### config.mk
export PLATFORM = sky130hd
export DESIGN_NAME = uart_tx_dev
export DESIGN_NICKNAME = d
export VERILOG_FILES = /design/src/rtl/uart_tx_dev.sv
export SDC_FILE = /design/constraint.sdc
export NUM_CORES = 1
export LEC_CHECK = 0
export CAP_MARGIN = 20
export CORE_MARGIN = 5
export CORE_UTILIZATION = 53
export DETAILED_ROUTE_END_ITERATION = 12
export GPL_ROUTABILITY_DRIVEN = 0
export PLACE_DENSITY = 0.89
export SLEW_MARGIN = 20
export SYNTH_ARGS = -nofsm -noshare
export SYNTH_HDL_FRONTEND = slang
export SYNTH_SLANG_ARGS = --single-unit
### constraint.sdc
create_clock -name clk -period 4.35 [get_ports clk]
set_input_delay 0.6525 -clock clk [delete_from_list [all_inputs] [get_ports clk]]
set_output_delay 0.6525 -clock clk [all_outputs]
set_load 0.02 [all_outputs]
### src/rtl/uart_tx_dev.sv
// ---------------------------------------------------------------------------
// uart_tx_dev
// Memory-mapped UART transmitter that sits on the device side of the bridge,
// next to the timer devices, and shares their bus shape. Written bytes are
// queued in a small FIFO and sent as 8N1 frames on txd. IRQ is raised once the
// transmitter has fully drained.
//
// Ports
//   clk    system clock
//   reset  synchronous, active-high reset
//   Addr   word address; only Addr[1:0] selects a register here
//   WE     write strobe, one cycle per write
//   Din    write data
//   Dout   read data, combinational from Addr
//   IRQ    registered level interrupt
//   txd    registered serial output, idle high
//
// Register map (Addr[1:0])
//   0 CTRL   rw  bit0 EN, bit1 IE; any write clears OVF
//   1 DIV    rw  clock cycles per bit (0 behaves as 1)
//   2 TXDATA wo  push Din[7:0]; reads as 0
//   3 STATUS ro  bit0 BUSY, bit1 FULL, bit2 EMPTY, bit3 OVF, bits[7:4] count
// ---------------------------------------------------------------------------
module uart_tx_dev #(
   parameter int FIFO_DEPTH = 4,
   parameter int DIV_WIDTH  = 16
) (
   input  logic        clk,
   input  logic        reset,
   input  logic [29:0] Addr,
   input  logic        WE,
   input  logic [31:0] Din,
   output logic [31:0] Dout,
   output logic        IRQ,
   output logic        txd
);

   localparam int PW = $clog2(FIFO_DEPTH);
   localparam int CW = PW + 1;

   typedef enum logic [1:0] {
      IDLE  = 2'd0,
      START = 2'd1,
      DATA  = 2'd2,
      STOP  = 2'd3
   } txState_t;

   txState_t             r_state;
   logic                 r_en;
   logic                 r_ie;
   logic                 r_ovf;
   logic [DIV_WIDTH-1:0] r_div;
   logic [DIV_WIDTH-1:0] r_bcnt;
   logic [2:0]           r_idx;
   logic [7:0]           r_shreg;
   logic                 r_txd;
   logic                 r_irq;
   logic [7:0]           r_mem [FIFO_DEPTH];
   logic [PW-1:0]        r_wptr;
   logic [PW-1:0]        r_rptr;
   logic [CW-1:0]        r_count;

   logic                 w_wrCtrl;
   logic                 w_wrDiv;
   logic                 w_wrData;
   logic                 w_empty;
   logic                 w_full;
   logic                 w_busy;
   logic                 w_bitEnd;
   logic                 w_startOk;
   logic                 w_pop;
   logic                 w_pushOk;
   logic                 w_push;
   logic                 w_nextIdle;
   logic [DIV_WIDTH-1:0] w_divEff;
   logic [DIV_WIDTH-1:0] w_reload;
   logic [2:0]           w_nextIdx;
   logic [7:0]           w_head;
   logic [31:0]          w_countExt;
   logic                 w_unused;

   // Bus decode and FIFO status. A pop on the same edge frees a slot, so a
   // push into a full FIFO is still accepted when the FSM is popping.
   assign w_wrCtrl   = WE && (Addr[1:0] == 2'd0);
   assign w_wrDiv    = WE && (Addr[1:0] == 2'd1);
   assign w_wrData   = WE && (Addr[1:0] == 2'd2);
   assign w_empty    = (r_count == '0);
   assign w_full     = (r_count == CW'(FIFO_DEPTH));
   assign w_busy     = (r_state != IDLE);
   assign w_bitEnd   = (r_bcnt == '0);
   assign w_startOk  = r_en && !w_empty;
   assign w_pop      = w_startOk && ((r_state == IDLE) || ((r_state == STOP) && w_bitEnd));
   assign w_pushOk   = !w_full || w_pop;
   assign w_push     = w_wrData && w_pushOk;
   assign w_nextIdle = ((r_state == IDLE) && !w_startOk) ||
                       ((r_state == STOP) && w_bitEnd && !w_startOk);
   assign w_divEff   = (r_div == '0) ? DIV_WIDTH'(1) : r_div;
   assign w_reload   = w_divEff - DIV_WIDTH'(1);
   assign w_nextIdx  = r_idx + 3'd1;
   assign w_head     = r_mem[r_rptr];
   assign w_countExt = 32'(r_count);
   assign w_unused   = ^{Addr[29:2], Din, w_countExt[31:4]};

   assign txd = r_txd;
   assign IRQ = r_irq;

   // Read mux; unmapped bits read as zero.
   always_comb begin
      Dout = '0;
      case (Addr[1:0])
         2'd0: Dout[1:0] = {r_ie, r_en};
         2'd1: Dout[DIV_WIDTH-1:0] = r_div;
         2'd2: Dout = '0;
         2'd3: Dout[7:0] = {w_countExt[3:0], r_ovf, w_empty, w_full, w_busy};
         default: Dout = '0;
      endcase
   end

   // Control registers, overflow flag and FIFO pointers/occupancy. A rejected
   // push sets OVF; only a CTRL write clears it.
   always_ff @(posedge clk) begin
      if (reset) begin
         r_en    <= 1'b0;
         r_ie    <= 1'b0;
         r_ovf   <= 1'b0;
         r_div   <= DIV_WIDTH'(16);
         r_wptr  <= '0;
         r_rptr  <= '0;
         r_count <= '0;
      end else begin
         if (w_wrCtrl) begin
            r_en  <= Din[0];
            r_ie  <= Din[1];
            r_ovf <= 1'b0;
         end
         if (w_wrDiv) begin
            r_div <= Din[DIV_WIDTH-1:0];
         end
         if (w_wrData && !w_pushOk) begin
            r_ovf <= 1'b1;
         end
         if (w_push) begin
            r_wptr <= r_wptr + PW'(1);
         end
         if (w_pop) begin
            r_rptr <= r_rptr + PW'(1);
         end
         case ({w_push, w_pop})
            2'b10:   r_count <= r_count + CW'(1);
            2'b01:   r_count <= r_count - CW'(1);
            default: r_count <= r_count;
         endcase
      end
   end

   // FIFO storage needs no reset: the pointers define what is valid.
   always_ff @(posedge clk) begin
      if (w_push) begin
         r_mem[r_wptr] <= Din[7:0];
      end
   end

   // Transmit FSM. Every bit (start, data, stop) lasts DIV cycles: the bit
   // counter is loaded with DIV-1 at the start of a bit and the bit ends when
   // it reaches zero. The reload reads DIV at that moment, so a DIV write
   // mid-bit only shapes later bits. Leaving STOP with more data queued goes
   // straight to START so frames run back to back.
   always_ff @(posedge clk) begin
      if (reset) begin
         r_state <= IDLE;
         r_txd   <= 1'b1;
         r_bcnt  <= '0;
         r_idx   <= 3'd0;
         r_shreg <= 8'h00;
      end else begin
         case (r_state)
            IDLE: begin
               if (w_startOk) begin
                  r_shreg <= w_head;
                  r_txd   <= 1'b0;
                  r_bcnt  <= w_reload;
                  r_state <= START;
               end else begin
                  r_txd <= 1'b1;
               end
            end
            START: begin
               if (w_bitEnd) begin
                  r_txd   <= r_shreg[0];
                  r_idx   <= 3'd0;
                  r_bcnt  <= w_reload;
                  r_state <= DATA;
               end else begin
                  r_bcnt <= r_bcnt - DIV_WIDTH'(1);
               end
            end
            DATA: begin
               if (w_bitEnd) begin
                  r_bcnt <= w_reload;
                  if (r_idx == 3'd7) begin
                     r_txd   <= 1'b1;
                     r_state <= STOP;
                  end else begin
                     r_idx <= w_nextIdx;
                     r_txd <= r_shreg[w_nextIdx];
                  end
               end else begin
                  r_bcnt <= r_bcnt - DIV_WIDTH'(1);
               end
            end
            STOP: begin
               if (w_bitEnd) begin
                  if (w_startOk) begin
                     r_shreg <= w_head;
                     r_txd   <= 1'b0;
                     r_bcnt  <= w_reload;
                     r_state <= START;
                  end else begin
                     r_txd   <= 1'b1;
                     r_state <= IDLE;
                  end
               end else begin
                  r_bcnt <= r_bcnt - DIV_WIDTH'(1);
               end
            end
            default: begin
               r_txd   <= 1'b1;
               r_state <= IDLE;
            end
         endcase
      end
   end

   // Drained interrupt: enabled, nothing queued and the FSM heading to IDLE.
   always_ff @(posedge clk) begin
      if (reset) begin
         r_irq <= 1'b0;
      end else begin
         r_irq <= r_ie && w_empty && w_nextIdle;
      end
   end

endmodule

# After elaboration in Yosys (flattened, before gate mapping)
# Memory sizes are Yosys's and may differ from the RTL's. A register that Yosys moved wholly into a read port is not among the register bits.
# Index checks and enable logic that the tools add are counted.
# W data, S select, Z words.
# totals
ff_bits	57
latch_bits	0
ramBits	32
mem_bits_ro	0
in_bits	65
n_memories	1
# classes
n_addsub	7
n_mul	0
div	0
n_lt_le_gt_ge	1
eq_ne	16
shift	0
muxes	37
bitwise	0
n_reduce_logical	34
# memory_table
name	depth	word_bits	read_ports	rd_clocked_by_memory_dff	write_ports	line	text
r_mem	4	8	1	1	1	58	logic [7:0] r_mem [FIFO_DEPTH];
# ops
cell	n
$mux W16	4
$pmux W16 S3	1
$logic_not A16 Y1	2
$sub A16 B1 Y16 const B	2
$mux W8	3
$pmux W2 S4	2
$pmux W8 S2	1
$mux W2	7
$logic_and A1 B1 Y1	12
$ne A2 B2 Y1 const B	6
$pmux W3 S2	2
$pmux W6 S2	1
$mux W1	11
$eq A2 B2 Y1 const B	5
$reduce_bool A2 Y1	5
$mux W3	3
$add A3 B1 Y3 const B	2
$eq A2 B1 Y1 const B	3
$eq A3 B3 Y1 const B	2
$reduce_and A5 Y1	1
$add A2 B1 Y2 const B	2
$logic_not A1 Y1	4
$logic_not A2 Y1	2
$lt A3 B4 Y1 const B	1
other kinds (9)	11

# Depth between registers and ports, before layout
# Gate-level depths: netlist (run 1).
# depth
depth_word	8
ltp_mapped	11
ltp_nobuf	10

# Worst setup path before layout (run 1)
# OpenSTA, ideal clock, no wires.
# synth_path
path_type	register -> register
start	register r_state[0]
end	register r_count[2]
setup_ps	121
arrival_ps	3103
required_ps	4229
setup_slack_ps	1127
stages_incl_launch_ff	10
n_path_buf	0
period_less_slack_ps	3223
path_cell_list	dfxtp_1 ha_1 or4b_2 nor4_1 o21ai_1 nand2b_1 fa_1 or3_1 mux2i_1 mux2_2
# synth_between
elab_chain_cells	8
elab_cells_between_ends	11
classes_between	eq/ne (3); mux (1); reduce/logical (7)
# synth_lines
item	line	text
start: declaration	48	txState_t r_state;
start signal: assignment	170	r_state <= IDLE;
start signal: assignment	182	r_state <= START;
start signal: assignment	192	r_state <= DATA;
$eq A2 B2 Y1	92	assign w_pop = w_startOk && ((r_state == IDLE) || ((r_state == STOP) && w_bitEnd));
$logic_and A1 B1 Y1	92	
$logic_or A1 B1 Y1 *	92	
$logic_and A1 B1 Y1 *	92	
$logic_or A1 B1 Y1	93	assign w_pushOk = !w_full || w_pop;
$logic_and A1 B1 Y1	94	assign w_push = w_wrData && w_pushOk;
$eq A2 B1 Y1 / $eq A2 B2 Y1 (equally long branches)	148	case ({w_push, w_pop})
$pmux W3 S2 / $reduce_bool A2 Y1 (equally long branches)	-	
end signal: assignment	149	2'b10: r_count <= r_count + CW'(1);
end signal: assignment	150	2'b01: r_count <= r_count - CW'(1);
end signal: assignment	151	default: r_count <= r_count;
end: declaration	61	logic [CW-1:0] r_count;
# Every way passes the cells marked *; elsewhere a longest branch is shown, timed or not.
# A chain may end at the register's enable or synchronous reset.

# Final worst setup path (run 1)
# layout_path
start	input Addr[1]
end	output Dout[12]
# layout_between
elab_chain_cells	2
# layout_lines
item	line	text
start: declaration	30	input logic [29:0] Addr,
$eq A2 B1 Y1	110	case (Addr[1:0])
$mux W8	110	
end: declaration	33	output logic [31:0] Dout,
# Every way passes these cells.

==> results.json, run 1 <==
{
  "fp-row-count": 36,
  "worstHoldPathCells": 2,
  "cp.arrival_ns": 2.89,
  "start_kind": "primary input",
  "worst_r2r_endpoint": "r_count[2]",
  "fp.dieW_um": 109.3,
  "worstSetupEndpointType": "output pin",
  "routed_wl_mm": 12.71,
  "post_drt_wl_per_cell_um": 17.56,
  "grt_overflow_total": 0,
  "maxCapViolations": 0,
  "yosysWarnings": 0,
  "vdd_drop_max_v": 0.0002934,
  "via_per_inst": 6.181,
  "setup_viol": 0,
  "leakagePower_nw": 2.095,
  "start_util_pct": 53.95,
  "final.setup.tns_ns": 0,
  "finalCritPeriodShare_pct": 81.49,
  "postCtsResizedCells": 0,
  "critPathKind": "primary input to output pin",
  "dieArea_um2": 11940,
  "met3_length_mm": 1.045,
  "layout.nets": 666,
  "p_per_area_nw_per_um2": 358.5,
  "yosysSeqAreaShare_pct": 41.00,
  "fillCellCount": 756,
  "hp-class": "register to register",
  "pwr-share-comb_pct": 28.4,
  "drv_slew": 0,
  "async_flop_share_pct": 0,
  "clkLatencyLatePin_ns": 0.37,
  "cts_root_buffer": "clkbuf_8",
  "ant_nets": 0,
  "p_seq_share_pct": 44.9,
  "sw_frac_of_total_pct": 36.26,
  "cts-buffers-inserted": 9,
  "first_iter_violations": 479,
  "p_switching_uw": 752.8,
  "p_int_mw": 1.323,
  "grt_max_degree": 30,
  "synth_edf_count": 32,
  "hold_violations": 0,
  "path_max_fanout": 11,
  "max_slew_margin_pct": 40.85,
  "drive_above_1_share_pct": 9.137,
  "wl_met1_mm": 5.125,
  "cts_tree": "done",
  "routed-via-count": 4475,
  "worstPathCellList": "clkdlybuf4s50_1 -> nor2b_1 -> and2_1 -> clkdlybuf4s50_1",
  "rr_worst_depth": 12,
  "final_area_um2": 5792,
  "ys.flop_type": "dfxtp_1",
  "clock-sinks": 91,
  "netlist_instances": 567,
  "drcViolationCount": 0,
  "cts_setup_buffers": 0,
  "syn2layout_area_growth_pct": 10.85,
  "clockBufferDepth": 2,
  "fp.dieH_um": 109.3,
  "placed_area_um2": 5600,
  "cpMostUsedCell": "clkdlybuf4s50_1",
  "cts.htree.levels": 3,
  "diodes": 0,
  "status": "finished clean",
  "ctsHoldBuffers": 0,
  "cts.clk_slew.worst_paths_ns": 0.09,
  "wl_met2_mm": 6.206,
  "grt_pass1_wl_mm": 20.72,
  "top_layer": "met4",
  "fin_skew_ns": 0.009236,
  "slowest_delay_ns": 0.68,
  "reg2reg_slack_ns": 0.96,
  "syn_area_um2": 5225,
  "post-route-min-period_ns": 3.545,
  "hold_path_end": "r_idx[2]",
  "ys_types": 68,
  "firstDrtPassIters": 6,
  "grt_usage_pct": 21.97,
  "slowest_stage": "nor2b_1",
  "antenna_found_initial": 0,
  "grt_pass1_vias": 4338,
  "postSynthAreaPerCell_um2": 9.215,
  "clock.fmax_mhz": 282.1,
  "r2r_start": "r_bcnt[0]",
  "rsz0062_at_grt": "false",
  "worst-slew-pin-transition_ns": 0.8791,
  "p_clk_share_pct": 26.7,
  "ys_ff_latch": 91,
  "hp-start": "r_idx[2]",
  "io-pin-count": 99,
  "required_ns": 3.70,
  "io_buffers": 38,
  "hpwl_mm": 9.027,
  "coreArea_um2": 9684
}
registers in the layout (all words and copies together), names as in the netlist, named ones only:
signal   count
r_mem       32
r_bcnt      16
r_div       16
r_shreg      8
r_count      3
r_idx        3
r_rptr       2
r_state      2
r_wptr       2
IRQ          1
r_en         1
r_ie         1
r_ovf        1
txd          1
worst max-delay path, delay by kind of cell:
family	cells	cell delay, ns
buffers and inverters	2	1.29
AND/OR/NAND/NOR	2	0.95
final cells by class:
| class | instances | area, µm² | share of cell area (%) |
|---|---|---|---|
| flip-flops and latches | 91 | 2142 | 36.98 |
| inverters | 17 | 63.81 | 1.102 |
| clock inverters | 6 | 55.05 | 0.9505 |
| clock buffers | 10 | 127.6 | 2.203 |
| repair buffers | 45 | 427.9 | 7.388 |
| well taps | 133 | 166.4 | 2.873 |
| multi-input cells | 422 | 2809 | 48.50 |
Yosys cell counts, types with 4 or more instances:
cell type | count | area [µm²]
nand2_1 | 61 | 229.0
dfxtp_1 | 59 | 1181
a21oi_1 | 43 | 215.2
nor2_1 | 39 | 146.4
edfxtp_1 | 32 | 960.9
o21ai_0 | 28 | 140.1
clkbuf_1 | 25 | 93.84
nand3_1 | 19 | 95.09
nor3_1 | 19 | 95.09
buf_4 | 16 | 120.1
inv_1 | 16 | 60.06
and2_1 | 15 | 93.84
ha_1 | 14 | 175.2
mux2i_1 | 13 | 130.1
nor2b_1 | 11 | 68.82
a31oi_1 | 10 | 62.56
mux4_2 | 10 | 225.2
mux2_2 | 9 | 101.4
nor4_1 | 9 | 56.30
o31ai_1 | 8 | 60.06
xor2_1 | 8 | 70.07
xnor2_1 | 7 | 61.31
buf_1 | 6 | 22.52
nand4_1 | 6 | 37.54
or4_1 | 6 | 45.04
o211ai_1 | 5 | 37.54
or3_1 | 5 | 31.28
nand2b_1 | 4 | 25.02
o32ai_1 | 4 | 35.03
per-stage QoR:
step	std cells	utilization (%)	hold WS, ns	worst slack [ns]	power, mW
after floorplan	582	-	0.4356	1.127	1.391
after global placement	708	57.83	0.4444	0.8845	1.501
after detailed placement	708	57.83	0.4615	0.8226	1.522
after global routing	724	59.81	0.5040	0.6770	2.169
after CTS	724	59.72	0.4772	0.8291	2.056
final	724	59.81	0.4716	0.8051	2.076
worst max-delay path by stage:
stage               startpoint    endpoint  slack (ns)  depth (start not counted)
global placement       Addr[1]    Dout[12]        0.88                          4
floorplan           r_state[0]  r_count[2]        1.13                          9
CTS                    Addr[1]    Dout[12]        0.83                          4
finish                 Addr[1]    Dout[12]        0.81                          4
global route           Addr[1]    Dout[12]        0.68                          4
detailed placement     Addr[1]    Dout[12]        0.82                          4
power groups by stage:
stage / Sequential (mW) / Clock (mW) / Combinational [mW]
after global placement: 0.948 / 0 / 0.553
after global routing: 0.936 / 0.594 / 0.640
after floorplan: 0.944 / 0 / 0.447
after detailed placement: 0.950 / 0 / 0.572
after CTS: 0.931 / 0.551 / 0.575
final: 0.932 / 0.554 / 0.589
cells in the final DEF (no fill, tap or decap), types with 14 or more instances in the layout:
cell type | synthesis | final
ha_1 | 14 | 14
nand2_1 | 61 | 61
nor3_1 | 19 | 19
dfxtp_1 | 59 | 59
clkdlybuf4s50_1 | 0 | 37
edfxtp_1 | 32 | 32
nor2_1 | 39 | 39
nand3_1 | 19 | 19
conb_1 | 1 | 16
a21oi_1 | 43 | 43
and2_1 | 15 | 15
o21ai_0 | 28 | 28
inv_1 | 16 | 16
per-layer routing:
layer / vias to the layer above / track usage, %
li1: 2082 / -
met1: 2099 / 27.10
met2: 256 / 37.37
met3: 38 / 4.639
met4: 0 / 9.261
met5: - / 0
kinds of logic (layout without fill, tap and decap cells):
kind of cell / count (synthesis) / count (layout) / synth area share [%]
buf+inv: 69 / 78 / 6.585
mux: 32 / 32 / 8.740
simple gates: 209 / 209 / 20.52
xor+xnor: 15 / 15 / 2.514
compound gates: 135 / 135 / 16.83
other cells: 1 / 16 / 0.07177
fa+ha+maj: 15 / 15 / 3.736
flops: 91 / 91 / 41.00
No activity file was read; power rests on OpenSTA's default activity.
==> run 2, diff against run 1 <==
==> constraint.sdc (replaced) <==
create_clock -name clk -period 3.5 [get_ports clk]
set_input_delay 0.525 -clock clk [delete_from_list [all_inputs] [get_ports clk]]
set_output_delay 0.525 -clock clk [all_outputs]
set_load 0.02 [all_outputs]
==> run 2 against run 1 <==
Compared with the run above:
- global-route usage up 0.98 points
- die area is the same
- largest cell class unchanged
- worst setup slack lost 0.48 ns
- critical endpoint is now r_count[2]
==> results.json, run 2 (synthesis results as in run 1) <==
{
  "slowest_delay_ns": 0.59,
  "cp.arrival_ns": 3.45,
  "hp-start": "r_idx[1]",
  "layout_commonest_cell": "nand2_1",
  "setup_viol": 0,
  "rsz0062_at_grt": "false",
  "via_per_inst": 6.293,
  "slowest_stage": "or4b_2",
  "p_int_mw": 1.663,
  "fp-row-count": 36,
  "grt_usage_pct": 22.95,
  "p_clk_share_pct": 26.3,
  "final_cell_mix": "nand2_1 (61), dfxtp_1 (59), a21oi_1 (43)",
  "worstPathCellList": "ha_1 -> or4b_2 -> nor4_1 -> buf_4 -> o21ai_1 -> nand2b_1 -> fa_1 -> or3_1 -> mux2i_1 -> mux2_2",
  "clock-sinks": 91,
  "finalCritPeriodShare_pct": 90.84,
  "drv_slew": 0,
  "place_ws_ns": 0.3540,
  "routed-via-count": 4600,
  "drcViolationCount": 0,
  "fin_cells": 731,
  "largest_register_ffs": 32,
  "leakagePower_nw": 2.126,
  "dp_cells": 715,
  "cpLargestDelayFamily": "simple AND/OR/NAND/NOR gates",
  "ctsHoldBuffers": 0,
  "dieArea_um2": 11940,
  "post-route-min-period_ns": 3.179,
  "p_per_area_nw_per_um2": 445.6,
  "crit_path_start": "r_state[0]",
  "start_util_pct": 53.95,
  "cts.clk_slew.worst_paths_ns": 0.10,
  "hold-worst-slack_ns": 0.4720,
  "post_drt_wl_per_cell_um": 17.84,
  "layout.nets": 673,
  "p_switching_uw": 938.1,
  "pwr-share-comb_pct": 29.3,
  "routed_wl_mm": 13.04,
  "drive_above_1_share_pct": 10.20,
  "grt_overflow_total": 0,
  "worst-slew-pin-transition_ns": 0.8960,
  "grt_pass1_vias": 4472,
  "ant_nets": 0,
  "final.setup.tns_ns": 0,
  "firstDrtPassIters": 5,
  "path_max_fanout": 5,
  "fillCellCount": 795,
  "fp.dieH_um": 109.3,
  "vdd_drop_max_v": 0.0003285,
  "clockBufferDepth": 2,
  "p_seq_share_pct": 44.4,
  "cts_root_buffer": "clkbuf_8",
  "fp.dieW_um": 109.3,
  "sw_frac_of_total_pct": 36.07,
  "postCtsResizedCells": 0,
  "required_ns": 3.77,
  "start_kind": "register",
  "critPathKind": "register to register",
  "reg.largest.list": "r_mem (32), r_bcnt (16), r_div (16)",
  "antenna_found_initial": 0,
  "max_slew_margin_pct": 39.71,
  "first_iter_violations": 468,
  "cts.htree.levels": 3,
  "hold_violations": 0,
  "io_buffers": 38,
  "use_met1_pct": 27.98,
  "worstSetupEndpointType": "register",
  "layout_setup_ws_ns": 0.3207,
  "diodes": 0,
  "grt_pass1_wl_mm": 21.51,
  "final_util_pct": 60.27,
  "fin_skew_ns": 0.009173,
  "use_met3_pct": 3.699,
  "grt_max_degree": 33,
  "hpwl_mm": 9.376,
  "maxCapViolations": 0,
  "cts_setup_buffers": 0,
  "clkLatencyLatePin_ns": 0.37,
  "hp-class": "register to register",
  "top_usage_layer": "met2",
  "met2_usage_pct": 39.65,
  "cp.buffers_inverters": 1,
  "clock.fmax_mhz": 314.5,
  "status": "finished clean",
  "cts_tree": "done",
  "cts-buffers-inserted": 9,
  "io-pin-count": 99,
  "r2r_start": "r_state[0]",
  "syn2layout_area_growth_pct": 11.71,
  "top_register": "r_mem",
  "coreArea_um2": 9684
}
[run 2: routing by layer]
layer  share of wire [%]  wire length, µm
met5                   0                0
met4                 2.7              347
met3                 7.7             1005
met2                  50             6568
met1                  39             5116
[run 2: final cells by class]
class / count / area [µm²] / area share, %
Sequential cell: 91 / 2142 / 36.70
Tap cell: 133 / 166.4 / 2.851
Multi-Input combinational cell: 422 / 2800 / 47.97
Inverter: 17 / 63.81 / 1.093
Clock inverter: 6 / 56.30 / 0.9646
Clock buffer: 10 / 127.6 / 2.186
Timing Repair Buffer: 52 / 480.5 / 8.232
[run 2: worst paths after layout]
path | to | slack, ns | cells past startpoint
worst max-delay path | r_count[2] | 0.32 | 10
worst min-delay path | r_idx[1] | 0.47 | 2
worst max register to register | r_count[2] | 0.32 | 10
worst min register to register | r_idx[1] | 0.47 | 2
[run 2: through the flow]
step,power [mW],instance area (µm²)
5_1_grt,2.736,5837
6_report,2.601,5837
2_1_floorplan,1.728,5281
3_3_place_gp,1.890,5653
3_5_place_dp,1.920,5653
4_1_cts,2.594,5837
[run 2: power groups by stage]
| stage | Sequential [mW] | Clock (mW) | Combinational (mW) |
|---|---|---|---|
| 4_1_cts | 1.16 | 0.692 | 0.746 |
| 2_1_floorplan | 1.17 | 0 | 0.556 |
| 3_3_place_gp | 1.18 | 0 | 0.712 |
| 6_report | 1.16 | 0.683 | 0.762 |
| 5_1_grt | 1.16 | 0.741 | 0.834 |
| 3_5_place_dp | 1.18 | 0 | 0.740 |
[run 2: worst reg2reg max path, stage by stage (launching register included)]
cell	delay, ns
dfxtp_1	0.42
ha_1	0.19
or4b_2	0.59
nor4_1	0.20
buf_4	0.19
o21ai_1	0.08
nand2b_1	0.16
fa_1	0.39
or3_1	0.38
mux2i_1	0.15
mux2_2	0.34
